### src/rtl/mem_port_pkg.sv
// Shared types and constants for the memory write port: FSM encoding,
// arbitration grant record, address word mask and the watchdog poison word.
package mem_port_pkg;

    typedef enum logic [1:0] {
        IDLE = 2'd0,
        WR   = 2'd1,
        LD   = 2'd2,
        RESP = 2'd3
    } state_t;

    typedef enum logic {
        GRANT_ST = 1'b0,
        GRANT_LD = 1'b1
    } grant_t;

    // Returned as load data when the watchdog aborts a load.
    localparam logic [31:0] POISON_DATA    = 32'hDEAD_BEEF;
    localparam logic [31:0] ADDR_WORD_MASK = 32'hFFFF_FFFC;
    localparam int          WDOG_CNT_W     = 8;

    function automatic logic is_bus_state(state_t s);
        return (s == WR) || (s == LD);
    endfunction

endpackage

### src/rtl/mem_write_port_if.sv
// Store-buffer, load and memory-bus signals of mem_write_port, bundled so the
// port and its environment connect through a single interface instance.
interface mem_write_port_if;

    logic        sb_valid;
    logic [31:0] sb_addr;
    logic [31:0] sb_data;
    logic [3:0]  sb_byte_en;
    logic        sb_ready;

    logic        ld_req;
    logic [31:0] ld_addr;
    logic        ld_done;
    logic [31:0] ld_data;

    logic        bus_req;
    logic        bus_we;
    logic [31:0] bus_addr;
    logic [31:0] bus_wdata;
    logic [3:0]  bus_be;
    logic        bus_ack;
    logic [31:0] bus_rdata;

    logic        err_timeout;

    // Environment side: store buffer, load requester and memory model.
    modport master (
        output sb_valid, sb_addr, sb_data, sb_byte_en,
        input  sb_ready,
        output ld_req, ld_addr,
        input  ld_done, ld_data,
        input  bus_req, bus_we, bus_addr, bus_wdata, bus_be,
        output bus_ack, bus_rdata,
        input  err_timeout
    );

    // The write port itself.
    modport slave (
        input  sb_valid, sb_addr, sb_data, sb_byte_en,
        output sb_ready,
        input  ld_req, ld_addr,
        output ld_done, ld_data,
        output bus_req, bus_we, bus_addr, bus_wdata, bus_be,
        input  bus_ack, bus_rdata,
        output err_timeout
    );

endinterface

### src/rtl/mem_wdog.sv
// Bus watchdog: counts stalled bus cycles and flags expiry on the cycle that
// would be the MAX_WAIT-th one without an acknowledge.
module mem_wdog
    import mem_port_pkg::*;
#(
    parameter int MAX_WAIT = 16
) (
    input  logic clk,
    input  logic reset_n,
    input  logic clear,
    input  logic active,
    output logic expired
);

    localparam logic [WDOG_CNT_W-1:0] LAST_COUNT = WDOG_CNT_W'(MAX_WAIT - 1);

    logic [WDOG_CNT_W-1:0] count;

    // NOTE: sequential state is updated with non-blocking assignments only, so
    // every flop samples the pre-edge values of its neighbours.
    always_ff @(posedge clk or negedge reset_n) begin
        if (!reset_n) begin
            count <= '0;
        end else if (clear) begin
            count <= '0;
        end else if (active) begin
            count <= count + 1'b1;
        end
    end

    // Expiry lands in the last permitted cycle so bus_req is held exactly MAX_WAIT cycles.
    assign expired = active && (count == LAST_COUNT);

endmodule

### src/rtl/mem_write_port.sv
// Memory write port: arbitrates store-buffer drains against loads onto a single
// request/ack memory bus. Optional watchdog abort under MEM_WRITE_PORT_WDOG_EN.
module mem_write_port
    import mem_port_pkg::*;
#(
    parameter int MAX_WAIT = 16
) (
    input  logic             clk,
    input  logic             reset_n,
    mem_write_port_if.slave  mp
);

    if (MAX_WAIT < 2 || MAX_WAIT > 255) begin : g_bad_max_wait
        $error("mem_write_port: MAX_WAIT must be within 2..255");
    end

    state_t      state;
    state_t      state_next;
    grant_t      last_grant;
    logic        grant_st;
    logic        grant_ld;
    logic        wdog_expired;

    logic [31:0] addr_q;
    logic [31:0] wdata_q;
    logic [3:0]  be_q;
    logic [31:0] ld_data_q;

    // Arbitration: a sole requester wins; on a tie, alternate starting with the load.
    // NOTE: every always_comb output gets a default before any branch, so no
    // path can leave a value unassigned and infer a latch.
    always_comb begin
        grant_st = 1'b0;
        grant_ld = 1'b0;
        if (state == IDLE) begin
            if (mp.ld_req && (!mp.sb_valid || last_grant == GRANT_ST)) begin
                grant_ld = 1'b1;
            end else if (mp.sb_valid) begin
                grant_st = 1'b1;
            end
        end
    end

    always_comb begin
        state_next = state;
        case (state)
            IDLE: begin
                if (grant_ld) begin
                    state_next = LD;
                end else if (grant_st) begin
                    state_next = WR;
                end
            end
            WR: begin
                if (mp.bus_ack || wdog_expired) begin
                    state_next = IDLE;
                end
            end
            LD: begin
                if (mp.bus_ack || wdog_expired) begin
                    state_next = RESP;
                end
            end
            RESP: begin
                state_next = IDLE;
            end
            default: begin
                state_next = IDLE;
            end
        endcase
    end

    always_ff @(posedge clk or negedge reset_n) begin
        if (!reset_n) begin
            state <= IDLE;
        end else begin
            state <= state_next;
        end
    end

    // Request capture and load-data return. These registers drive bus outputs
    // directly, so they carry a defined reset value rather than X.
    always_ff @(posedge clk or negedge reset_n) begin
        if (!reset_n) begin
            last_grant <= GRANT_ST;
            addr_q     <= '0;
            wdata_q    <= '0;
            be_q       <= '0;
            ld_data_q  <= '0;
        end else begin
            if (grant_st) begin
                last_grant <= GRANT_ST;
                addr_q     <= mp.sb_addr & ADDR_WORD_MASK;
                wdata_q    <= mp.sb_data;
                be_q       <= mp.sb_byte_en;
            end else if (grant_ld) begin
                last_grant <= GRANT_LD;
                addr_q     <= mp.ld_addr & ADDR_WORD_MASK;
                be_q       <= 4'b1111;
            end

            if (state == LD) begin
                if (mp.bus_ack) begin
                    ld_data_q <= mp.bus_rdata;
                end else if (wdog_expired) begin
                    ld_data_q <= POISON_DATA;
                end
            end
        end
    end

`ifdef MEM_WRITE_PORT_WDOG_EN
    logic err_timeout_q;
    logic wdog_clear;
    logic wdog_active;

    // Restart on every state change so each bus phase gets a full MAX_WAIT budget.
    assign wdog_clear  = (state != state_next);
    assign wdog_active = is_bus_state(state) && !mp.bus_ack;

    mem_wdog #(
        .MAX_WAIT (MAX_WAIT)
    ) u_wdog (
        .clk     (clk),
        .reset_n (reset_n),
        .clear   (wdog_clear),
        .active  (wdog_active),
        .expired (wdog_expired)
    );

    always_ff @(posedge clk or negedge reset_n) begin
        if (!reset_n) begin
            err_timeout_q <= 1'b0;
        end else if (wdog_expired) begin
            err_timeout_q <= 1'b1;
        end
    end

    assign mp.err_timeout = err_timeout_q;
`else
    assign wdog_expired   = 1'b0;
    assign mp.err_timeout = 1'b0;
`endif

    // Bus control comes straight from the state flop, so reset removes it at once.
    assign mp.sb_ready  = grant_st;
    assign mp.bus_req   = is_bus_state(state);
    assign mp.bus_we    = (state == WR);
    assign mp.bus_addr  = addr_q;
    assign mp.bus_wdata = wdata_q;
    assign mp.bus_be    = be_q;
    assign mp.ld_done   = (state == RESP);
    assign mp.ld_data   = ld_data_q;

endmodule
### src/flat_wrapper.sv
// flat-port wrapper written by rule: the top's interface ports become plain ports
module mem_write_port_flat import mem_port_pkg::*;
#(
    parameter int MAX_WAIT = 16
)
  (clk, reset_n, mp_sb_valid, mp_sb_addr, mp_sb_data, mp_sb_byte_en, mp_sb_ready, mp_ld_req, mp_ld_addr, mp_ld_done, mp_ld_data, mp_bus_req, mp_bus_we, mp_bus_addr, mp_bus_wdata, mp_bus_be, mp_bus_ack, mp_bus_rdata, mp_err_timeout);
  mem_write_port_if mp_i ();
  input  logic clk;
  input  logic reset_n;
  input wire logic [$bits(mp_i.sb_valid)-1:0] mp_sb_valid;
  input wire logic [$bits(mp_i.sb_addr)-1:0] mp_sb_addr;
  input wire logic [$bits(mp_i.sb_data)-1:0] mp_sb_data;
  input wire logic [$bits(mp_i.sb_byte_en)-1:0] mp_sb_byte_en;
  output wire logic [$bits(mp_i.sb_ready)-1:0] mp_sb_ready;
  input wire logic [$bits(mp_i.ld_req)-1:0] mp_ld_req;
  input wire logic [$bits(mp_i.ld_addr)-1:0] mp_ld_addr;
  output wire logic [$bits(mp_i.ld_done)-1:0] mp_ld_done;
  output wire logic [$bits(mp_i.ld_data)-1:0] mp_ld_data;
  output wire logic [$bits(mp_i.bus_req)-1:0] mp_bus_req;
  output wire logic [$bits(mp_i.bus_we)-1:0] mp_bus_we;
  output wire logic [$bits(mp_i.bus_addr)-1:0] mp_bus_addr;
  output wire logic [$bits(mp_i.bus_wdata)-1:0] mp_bus_wdata;
  output wire logic [$bits(mp_i.bus_be)-1:0] mp_bus_be;
  input wire logic [$bits(mp_i.bus_ack)-1:0] mp_bus_ack;
  input wire logic [$bits(mp_i.bus_rdata)-1:0] mp_bus_rdata;
  output wire logic [$bits(mp_i.err_timeout)-1:0] mp_err_timeout;
  assign mp_i.sb_valid = mp_sb_valid;
  assign mp_i.sb_addr = mp_sb_addr;
  assign mp_i.sb_data = mp_sb_data;
  assign mp_i.sb_byte_en = mp_sb_byte_en;
  assign mp_sb_ready = mp_i.sb_ready;
  assign mp_i.ld_req = mp_ld_req;
  assign mp_i.ld_addr = mp_ld_addr;
  assign mp_ld_done = mp_i.ld_done;
  assign mp_ld_data = mp_i.ld_data;
  assign mp_bus_req = mp_i.bus_req;
  assign mp_bus_we = mp_i.bus_we;
  assign mp_bus_addr = mp_i.bus_addr;
  assign mp_bus_wdata = mp_i.bus_wdata;
  assign mp_bus_be = mp_i.bus_be;
  assign mp_i.bus_ack = mp_bus_ack;
  assign mp_i.bus_rdata = mp_bus_rdata;
  assign mp_err_timeout = mp_i.err_timeout;
  mem_write_port #(.MAX_WAIT(MAX_WAIT)) u_core (.clk(clk), .reset_n(reset_n), .mp(mp_i));
endmodule
### config.mk
export PLATFORM = sky130hd
export DESIGN_NAME = mem_write_port_flat
export DESIGN_NICKNAME = d
export VERILOG_FILES = /design/src/rtl/mem_port_pkg.sv /design/src/rtl/mem_write_port_if.sv /design/src/rtl/mem_wdog.sv /design/src/rtl/mem_write_port.sv /design/src/flat_wrapper.sv
export SDC_FILE = /design/constraint.sdc
export NUM_CORES = 1
export LEC_CHECK = 0
export ABC_AREA = 1
export CELL_PAD_IN_SITES_DETAIL_PLACEMENT = 0
export CELL_PAD_IN_SITES_GLOBAL_PLACEMENT = 2
export CORE_ASPECT_RATIO = 0.9
export CORE_MARGIN = 2
export CORE_UTILIZATION = 22
export CTS_BUF_LIST = sky130_fd_sc_hd__clkbuf_4
export DETAILED_ROUTE_END_ITERATION = 12
export PLACE_DENSITY = 0.84
export SLEW_MARGIN = 40
export SYNTH_ARGS = -nofsm -noshare
export SYNTH_HDL_FRONTEND = slang
export SYNTH_HIERARCHICAL = 1
export SYNTH_SLANG_ARGS = --single-unit
export TNS_END_PERCENT = 5
### constraint.sdc
create_clock -name clk -period 1.7 [get_ports clk]
set_input_delay 0.17 -clock clk [delete_from_list [all_inputs] [get_ports clk]]
set_output_delay 0.17 -clock clk [all_outputs]
set_load 0.01 [all_outputs]
==> summary.txt <==
Critical path
  – Worst r2r src: u_core/state[0]$_DFFE_PN0P_
  – CP Data Arrival Time: 1.44 ns
  – Crit end category: output pin
  – CP cell instances: inv_2, ha_4, nand2_2, inv_2, nand2_4, inv_4, buf_6
  – Critical Path Source Type: flip-flop
  – Critical path origin: u_core/state[0]$_DFFE_PN0P_
  – Critical path's most frequent cell: inv_2
  – Worst path slowest cell: dfrtp_1
  – CP Class: reg2out
  – Req. time, crit path: 1.53 ns
  – CP max FO: 2
  – CP max stage delay: 0.42 ns

STA
  – RSZ-0062 raised after global routing: yes
  – TNS Setup: 0 ns
  – Final WS setup: 0.09426 ns
  – Actual slew at the worst max-slew pin: 0.5821 ns
  – Final Cycle Share: 94.46%
  – Worst-case clock skew: 0.02331 ns
  – Final hold violation count: 0
  – Peak Freq: 622.8 MHz
  – Shortest period the worst path allows: 1.606 ns
  – Max Transition Viols Final: 0
  – Setup-failing EPs final: 0
  – Rel. slew slack: 61.20%

Logic synthesis
  – Adder-cell area share of the yosys netlist: 1.114%
  – Post-synthesis share of cell area spent on xor and xnor gates: 0%
  – Post-Synth Simple-Gate Area: 25.26%
  – Mapped cell area: 0.004492 sq mm
  – Sequential-to-total area share from yosys stat: 56.27%
  – Mapped Cells: 512
  – Largest family of logic cells by synthesized area: simple AND/OR/NAND/NOR gates
  – Synth cell types: 14
  – Mux contribution to synthesized area: 8.022%
  – Mapped Avg Cell Area: 8.773 sq um
  – Post-synthesis compound-gate area fraction: 0.1671%
  – Seq cells post-synth: 101
  – Yosys warns: 6

CTS
  – Clk root buf: clkbuf_4
  – Later-pin clock latency in the skew report: 0.47 ns
  – Worst-path clk slew: 0.18 ns
  – Clk sinks: 101
  – CTS tree: built
  – Maximum clock path buffer count: 2
  – Num CTS Buffers: 9
  – H-tree depth: 3

Die
  – Total die area: 0.02158 sq mm
  – Die Height: 139.6 microns
  – Starting density of the core: 22.47%
  – Core Footprint: 0.01999 sq mm
  – Num ports: 242
  – FP Rows: 49
  – Die width: 154.6 microns

Hold path
  – HP Start: mp_sb_data[25]
  – Worst hold-check path type: in2reg

Routing
  – Total vias in the final route: 4113
  – WL per Instance: 13.91 microns
  – Final antenna-violating net count: 0
  – DRC: 0
  – Via density: 4.064
  – Final WL: 14.08 mm
  – 1st-pass router iterations: 4
  – DR iter-0 viols: 96

Placement
  – DP HPWL: 10.06 mm
  – Port bufs: 234
  – Placed Cells: 994
  – Place WS: -0.06608 ns
  – Cell Area, Placed: 0.007178 sq mm
  – Gpl congestion: 0.7127

Global routing
  – First-pass GRT wire length: 22.39 mm
  – GR Overflow Total: 0
  – Met1 Resource Use GR: 17.07%
  – Largest net degree at the start of global routing: 102
  – Vias in the first global route: 4146
  – Most used routing layer: met2
  – Global Route Usage Sum: 13.08%
  – GR met3 Demand/Resource: 4.640%
  – GR Util met2: 20.44%
  – Initial antenna violation count: 0

Layout
  – Area growth from synthesis to layout: 63.79%
  – Non-filler cells, final: 1012
  – Reg area: 0.002527 sq mm
  – Commonest non-fill, non-tap cell in the layout: clkdlybuf4s50_1
  – Layout cells sized above 1: 10.44%
  – Most frequent cells in the layout: 228 x clkdlybuf4s50_1, 200 x nand2_1, 101 x dfrtp_1
  – Design area: 0.007357 sq mm
  – Area of the multi-input gates: 0.001582 sq mm
  – Fin nets: 893
  – Fill cell count: 2098
  – # diodes: 0

Status
  – Status: finished, final reports clean

Job
  – Max_cap viols: 0

Power and ir drop
  – Worst IR Drop VDD: 0.0006831 V
  – Cell Pwr Density: 1579 mW/mm^2
  – Power Total: 0.01162 W
  – Leakage: 3.616 nW
-- worst max-delay path, delay by kind of cell (launching register included) --
family        cells  cell delay [ns]
simple gates      2             0.11
flops             1             0.42
fa+ha+maj         1             0.14
buf+inv           4             0.31
-- registers in the layout, indices dropped and copies added, names as in the netlist --
| name | count |
|---|---|
| u_core/state | 2 |
| u_core/mp.bus_addr | 30 |
| u_core/mp.ld_data | 32 |
| u_core/mp.bus_be | 4 |
| u_core/mp.bus_wdata | 32 |
| u_core/last_grant | 1 |
-- cell usage after synthesis (all sizes together) --
library cell / count / area [sq um]
mux2: 32 / 360.4
nand3: 64 / 320.3
inv: 66 / 247.7
nor2: 12 / 45.04
ha: 4 / 50.05
nand2: 203 / 769.5
dfrtp: 101 / 2527
buf: 28 / 160.2
o21bai: 1 / 7.510
conb: 1 / 3.750
-- stage by stage --
stage,hold slack (ns),utilization (%)
finish,0.2049,36.81
global route,0.1482,36.81
CTS,0.1513,36.78
detailed placement,0.2943,35.91
global placement,0.2971,35.91
floorplan,-0.1256,-
-- worst paths after layout --
check	endpoint	slack (ns)	cells past startpoint
worst max-delay path	mp_sb_ready	0.09	7
worst min-delay path	u_core/mp.bus_wdata[25]$_DFFE_PN0P_	0.20	3
worst max register to register	u_core/mp.ld_data[3]$_DFFE_PN0P_	0.11	6
worst min register to register	u_core/mp.bus_addr[23]$_DFFE_PN0P_	0.50	2
max in group asynchronous	u_core/mp.bus_wdata[21]$_DFFE_PN0P_	0.97	3
min in group asynchronous	u_core/mp.bus_addr[22]$_DFFE_PN0P_	0.28	3
-- cell type report --
class,instances,share of cell area [%]
Timing Repair Buffer,255,34.40
Sequential cell,101,34.35
Multi-Input combinational cell,319,21.50
Tap cell,255,4.337
Inverter,66,3.401
Clock inverter,7,1.088
Clock buffer,9,0.9184
-- per-layer routing --
layer | vias up | part of all wire [%] | wire, microns
met5 | - | 0 | 0
met4 | 0 | 2.0 | 284
met3 | 20 | 7.6 | 1065
met2 | 138 | 45 | 6271
met1 | 1924 | 46 | 6459
li1 | 2031 | - | -
-- cells by family (layout without fill, tap and decap cells) --
family                     Yosys count  after routing
muxes                               32             32
other                                1              3
AOI/OAI and AO/OA                    1              1
DFF                                101            101
and+or+nand+nor                    279            279
adders and majority gates            4              4
buffers and inverters               94            337
-- repair_timing --
item / in CTS / in global routing
gates resized for setup: 20 / 3
setup buffers: 0 / 1
endpoints found under the hold margin: 101 / 0
endpoints found under the setup margin: 21 / 27
pin swaps: 2 / 2
hold buffers: 1 / 0
-- power breakdown --
group          total [W]  internal (W)  switching (W)
Sequential       0.00415       0.00357       0.000588
Clock            0.00137      0.000471       0.000897
Combinational    0.00609       0.00334        0.00276
Total             0.0116       0.00738        0.00424
Power figures use the tool's default switching activity.
